File: src/rtl/fp16_div_arbiter.sv
// Round-robin arbiter sharing one pipelined fp16 divider among N_REQ requesters.
// Latency: rsp_valid in the (DIV_LAT+1)th cycle after the accept cycle; div_a/div_b are driven from the accept edge.
// Backpressure: at most one req_ready per cycle, none while en=0 or in reset; responses cannot be stalled.
module fp16_div_arbiter #(
    parameter int N_REQ   = 4,
    parameter int DIV_LAT = 14
) (
    input  logic                  clk,
    input  logic                  rst_n,
    input  logic                  en,
    input  logic [N_REQ-1:0]      req_valid,
    output logic [N_REQ-1:0]      req_ready,
    input  logic [16*N_REQ-1:0]   req_a,
    input  logic [16*N_REQ-1:0]   req_b,
    output logic [15:0]           div_a,
    output logic [15:0]           div_b,
    input  logic [15:0]           div_result,
    output logic [N_REQ-1:0]      rsp_valid,
    output logic [15:0]           rsp_data,
    output logic [4:0]            inflight,
    output logic                  busy
);
    // Index width covers the full 2..8 requester range.
    localparam int IW  = 3;
    // Tag stages: one per cycle between the accept edge and the result cycle.
    localparam int NST = DIV_LAT + 1;

    logic [IW-1:0] last_grant;
    logic [IW-1:0] winner;
    logic          found;
    logic          accept;
    logic [15:0]   win_a;
    logic [15:0]   win_b;
    logic          tag_vld [NST];
    logic [IW-1:0] tag_idx [NST];
    logic          rsp_fire;
    logic [4:0]    inflight_q;

    // Rotating priority search: offsets scanned from farthest to nearest so the
    // requester closest after last_grant overwrites any other candidate.
    always_comb begin
        winner = '0;
        found  = 1'b0;
        for (int i = N_REQ; i >= 1; i--) begin
            for (int k = 0; k < N_REQ; k++) begin
                if (k == ((int'(last_grant) + i) % N_REQ) && req_valid[k]) begin
                    found  = 1'b1;
                    winner = IW'(k);
                end
            end
        end
    end

    // Grant decode and operand selection for the winning requester.
    always_comb begin
        accept    = found && en && rst_n;
        req_ready = '0;
        win_a     = 16'h0000;
        win_b     = 16'h0000;
        for (int k = 0; k < N_REQ; k++) begin
            if (winner == IW'(k)) begin
                req_ready[k] = accept;
                win_a        = req_a[16*k +: 16];
                win_b        = req_b[16*k +: 16];
            end
        end
    end

    // Response strobe from the oldest tag; divider result passes through untouched.
    always_comb begin
        rsp_fire  = rst_n && tag_vld[NST-1];
        rsp_valid = '0;
        for (int k = 0; k < N_REQ; k++) begin
            rsp_valid[k] = rsp_fire && (tag_idx[NST-1] == IW'(k));
        end
        rsp_data = div_result;
        inflight = inflight_q;
        busy     = rst_n && (inflight_q != 5'd0);
    end

    // Operand register, tag shift pipeline, grant pointer and in-flight counter.
    always_ff @(posedge clk) begin
        if (!rst_n) begin
            last_grant <= IW'(N_REQ - 1);
            div_a      <= 16'h0000;
            div_b      <= 16'h0000;
            inflight_q <= 5'd0;
            for (int s = 0; s < NST; s++) begin
                tag_vld[s] <= 1'b0;
                tag_idx[s] <= '0;
            end
        end else begin
            tag_vld[0] <= accept;
            tag_idx[0] <= winner;
            for (int s = 1; s < NST; s++) begin
                tag_vld[s] <= tag_vld[s-1];
                tag_idx[s] <= tag_idx[s-1];
            end
            div_a <= accept ? win_a : 16'h0000;
            div_b <= accept ? win_b : 16'h0000;
            if (accept) begin
                last_grant <= winner;
            end
            case ({accept, rsp_fire})
                2'b10:   inflight_q <= inflight_q + 5'd1;
                2'b01:   inflight_q <= inflight_q - 5'd1;
                default: inflight_q <= inflight_q;
            endcase
        end
    end
endmodule

File: config.mk
export PLATFORM = sky130hd
export DESIGN_NAME = fp16_div_arbiter
export DESIGN_NICKNAME = d
export VERILOG_FILES = /design/src/rtl/fp16_div_arbiter.sv
export SDC_FILE = /design/constraint.sdc
export NUM_CORES = 1
export LEC_CHECK = 0
export BUFFER_PORTS_ARGS = -buffer_cell sky130_fd_sc_hd__buf_2
export CAP_MARGIN = 20
export CORE_MARGIN = 5
export CORE_UTILIZATION = 30
export CTS_BUF_LIST = sky130_fd_sc_hd__clkbuf_2
export DETAILED_ROUTE_END_ITERATION = 8
export GPL_TIMING_DRIVEN = 0
export MAX_ROUTING_LAYER = met4
export PLACE_DENSITY = 0.59
export SLEW_MARGIN = 20
export SYNTH_ARGS = -nofsm -noshare
export SYNTH_HDL_FRONTEND = slang
export SYNTH_SLANG_ARGS = --single-unit
export TNS_END_PERCENT = 100
File: constraint.sdc
create_clock -name clk -period 2.75 [get_ports clk]
set_input_delay 0.4125 -clock clk [delete_from_list [all_inputs] [get_ports clk]]
set_output_delay 0.4125 -clock clk [all_outputs]
set_load 0.01 [all_outputs]
==> reports/metrics.cfg <==
[outcome]
status = finished, final reports clean

[timing]
post-route-min-period_ns = 2.54
hold_violations = 0
fmaxAchievable_mhz = 394
finClkSkew_ns = 0.0226
maxSlewHeadroom_pct = 75.4
rsz0062_at_grt = no
worst_slew_pin_slew_ns = 0.369
finalMaxSlewViolations = 0
finalSetupTns_ns = 0
timing.final.crit_share_pct = 92.3
setup_viol_count_final = 0

[final_layout]
synthToLayoutAreaGrowth_pct = 36.9
fin_cells = 688
filler_cell_count = 1145
drive_gt1_share_pct = 45.0
fin_util_pct = 41.9
final_nets = 695

[synthesis]
yosysUniqueCellTypes = 37
synth_top_area_cell = dfxtp_1
synth_area_per_cell_um2 = 10.5
synth_top_area_share_pct = 48.4
synth_seq_area_share_pct = 48.4
syn_area_um2 = 3470
synth_cells = 330
ys_top_cells_by_area = dfxtp_1, mux2i_1, and2_1, o22ai_1, buf_4
ys.warnings.count = 0
synth_seq_cells = 84
syn-num-nets = 486

[global_route]
antenna_found_initial = 1
first_global_vias = 3147
overflow = 0
track_usage_pct = 13.6
grt_max_degree = 14
grt_pass1_wl_um = 15000

[pwr]
power.density_nw_per_um2 = 516
peakVddDrop_v = 0.000227
p_leak_uw = 0.00243

[placed_design]
port_buffers = 196
routabilityCongestion = 0.840
dpl.cell_count = 669
dpl.hpwl_um = 7730

[routing]
wl_per_cell_um = 13.7
vias = 3064
ant_nets = 0
drc = 0
vias_per_cell = 4.45
wl_um = 9460
dr.pass1.iters = 4
drt-initial-drc-count = 113

[clock_network]
hold_buffers = 0
clock_latency_ns = 0.51
cts_sinks = 84
clk_pin_slew_ns = 0.22
cts_tree = built
clockRootBuffer = clkbuf_2
htree_levels = 3
clk_path_buf_depth = 2
numCtsBuffers = 9

[critical_path]
crit_required_ns = 2.34
critPathLaunchType = flop
cp.arrival_ns = 2.13
crit_fanout = 10
critPathKind = flop to output pin
end_kind = output pin

[floorplanning]
pin_count = 213
dieWidth_um = 118
coreArea_um2 = 11400
start_util_pct = 30.6
die_h_um = 118
num_rows = 39
die_area_um2 = 13800

[run]
maxCapViolations = 0

[worst_hold_path]
hold_class = input port to flop

-- state kept, by name (all words and copies together), names as in the netlist --
signal      count
tag_vld        15
div_a          16
last_grant      2
inflight        5
div_b          16
tag_idx        30
-- metrics by stage --
stage	hold WS, ns	area [um2]	setup slack [ns]	power, uW
global placement	0.415	4630	-0.168	1880
global route	0.0622	4760	0.0240	2590
detailed placement	0.418	4630	-0.245	1880
finish	0.154	4760	0.210	2450
floorplan	0.412	3470	0.218	1660
CTS	0.0932	4740	0.0635	2490
-- per-layer routing --
metal / up-vias / wire (um) / GRT usage, %
met5: - / 0 / -
met4: 0 / 126 / 3.87
met3: 12 / 620 / 4.18
met2: 111 / 4890 / 24.9
met1: 1389 / 3820 / 13.9
li1: 1552 / - / -
-- final cells by class --
type / instances / area, um2 / share of cell area, %
Sequential cell: 84 / 1680 / 35.3
Inverter: 8 / 30.0 / 0.631
Timing Repair Buffer: 198 / 996 / 20.9
Clock buffer: 9 / 45.0 / 0.947
Tap cell: 143 / 179 / 3.76
Antenna cell: 1 / 2.50 / 0.0526
Buffer: 37 / 251 / 5.29
Clock inverter: 7 / 57.6 / 1.21
Multi-Input combinational cell: 201 / 1520 / 31.8
-- what timing repair did --
action,CTS,global route
resized for setup,0,1
buffers inserted,0,2
endpoints found under the hold margin,0,0
endpoints found under the setup margin,0,2
-- logic make-up (layout without fill, tap and decap cells) --
kind of cell,after synthesis,in the layout,share of synthesized area [%]
buffers and inverters,45,259,7.99
adders and majority gates,5,5,2.02
AOI/OAI and AO/OA,47,47,8.82
and+or+nand+nor,81,81,13.3
DFF,84,84,48.4
xor gates and xnor gates,2,2,0.504
other,0,1,0
muxes,66,66,19.0
-- path summary, 6_finish.rpt --
kind,start,to,slack (ns),depth (start not counted)
max,last_grant[1],req_ready[0],0.21,8
min,req_b[19],div_b[3],0.15,3
max reg2reg,tag_vld[14],inflight[4],0.45,10
min reg2reg,tag_idx[11][1],tag_idx[12][1],0.46,1
-- worst max-delay path, stage by stage, from the launching register on --
cell and delay, ns:
dfxtp_1 0.34, buf_2 0.15, nand3b_1 0.10, o21ai_1 0.09, or3_1 0.37, nand2_1 0.12, buf_2 0.24, nor2_1 0.06
buf_2 0.14
-- layout by cell type (no fill, tap or decap), types with 2 or more instances in the layout --
master	instances
buf_2	205
dfxtp_1	84
mux2i_1	66
and2_1	42
o22ai_1	32
buf_4	20
nor2_1	12
clkbuf_2	9
nand2_1	8
inv_1	7
clkbuf_1	6
a21oi_1	6
clkinv_1	5
ha_1	4
nor2b_1	3
buf_6	3
nand3_1	3
and3_1	2
nor3b_1	2
nor3_1	2
o31a_1	2
xor2_1	2
-- report_power, final --
group | switching [uW] | internal (uW)
logic | 273 | 293
registers | 16.1 | 1280
clock network | 399 | 196
total | 688 | 1770
-- Yosys cell counts, drive strengths merged --
library cell	instances
nor4	1
inv	7
o31ai	1
mux2i	66
or3b	1
buf	31
nand2b	1
xor2	2
nor3	3
and3	2
fa	1
nand3	3
o21ai	2
a21oi	6
nor2b	3
clkbuf	6
a21o	1
nor3b	2
nor2	12
nand3b	1
o31a	2
ha	4
o22ai	32
o221ai	1
a211oi	1
nand2	9
o221a	1
or3	1
clkinv	1
dfxtp	84
and2	42
Note: power is estimated with default switching activity, not from simulation.
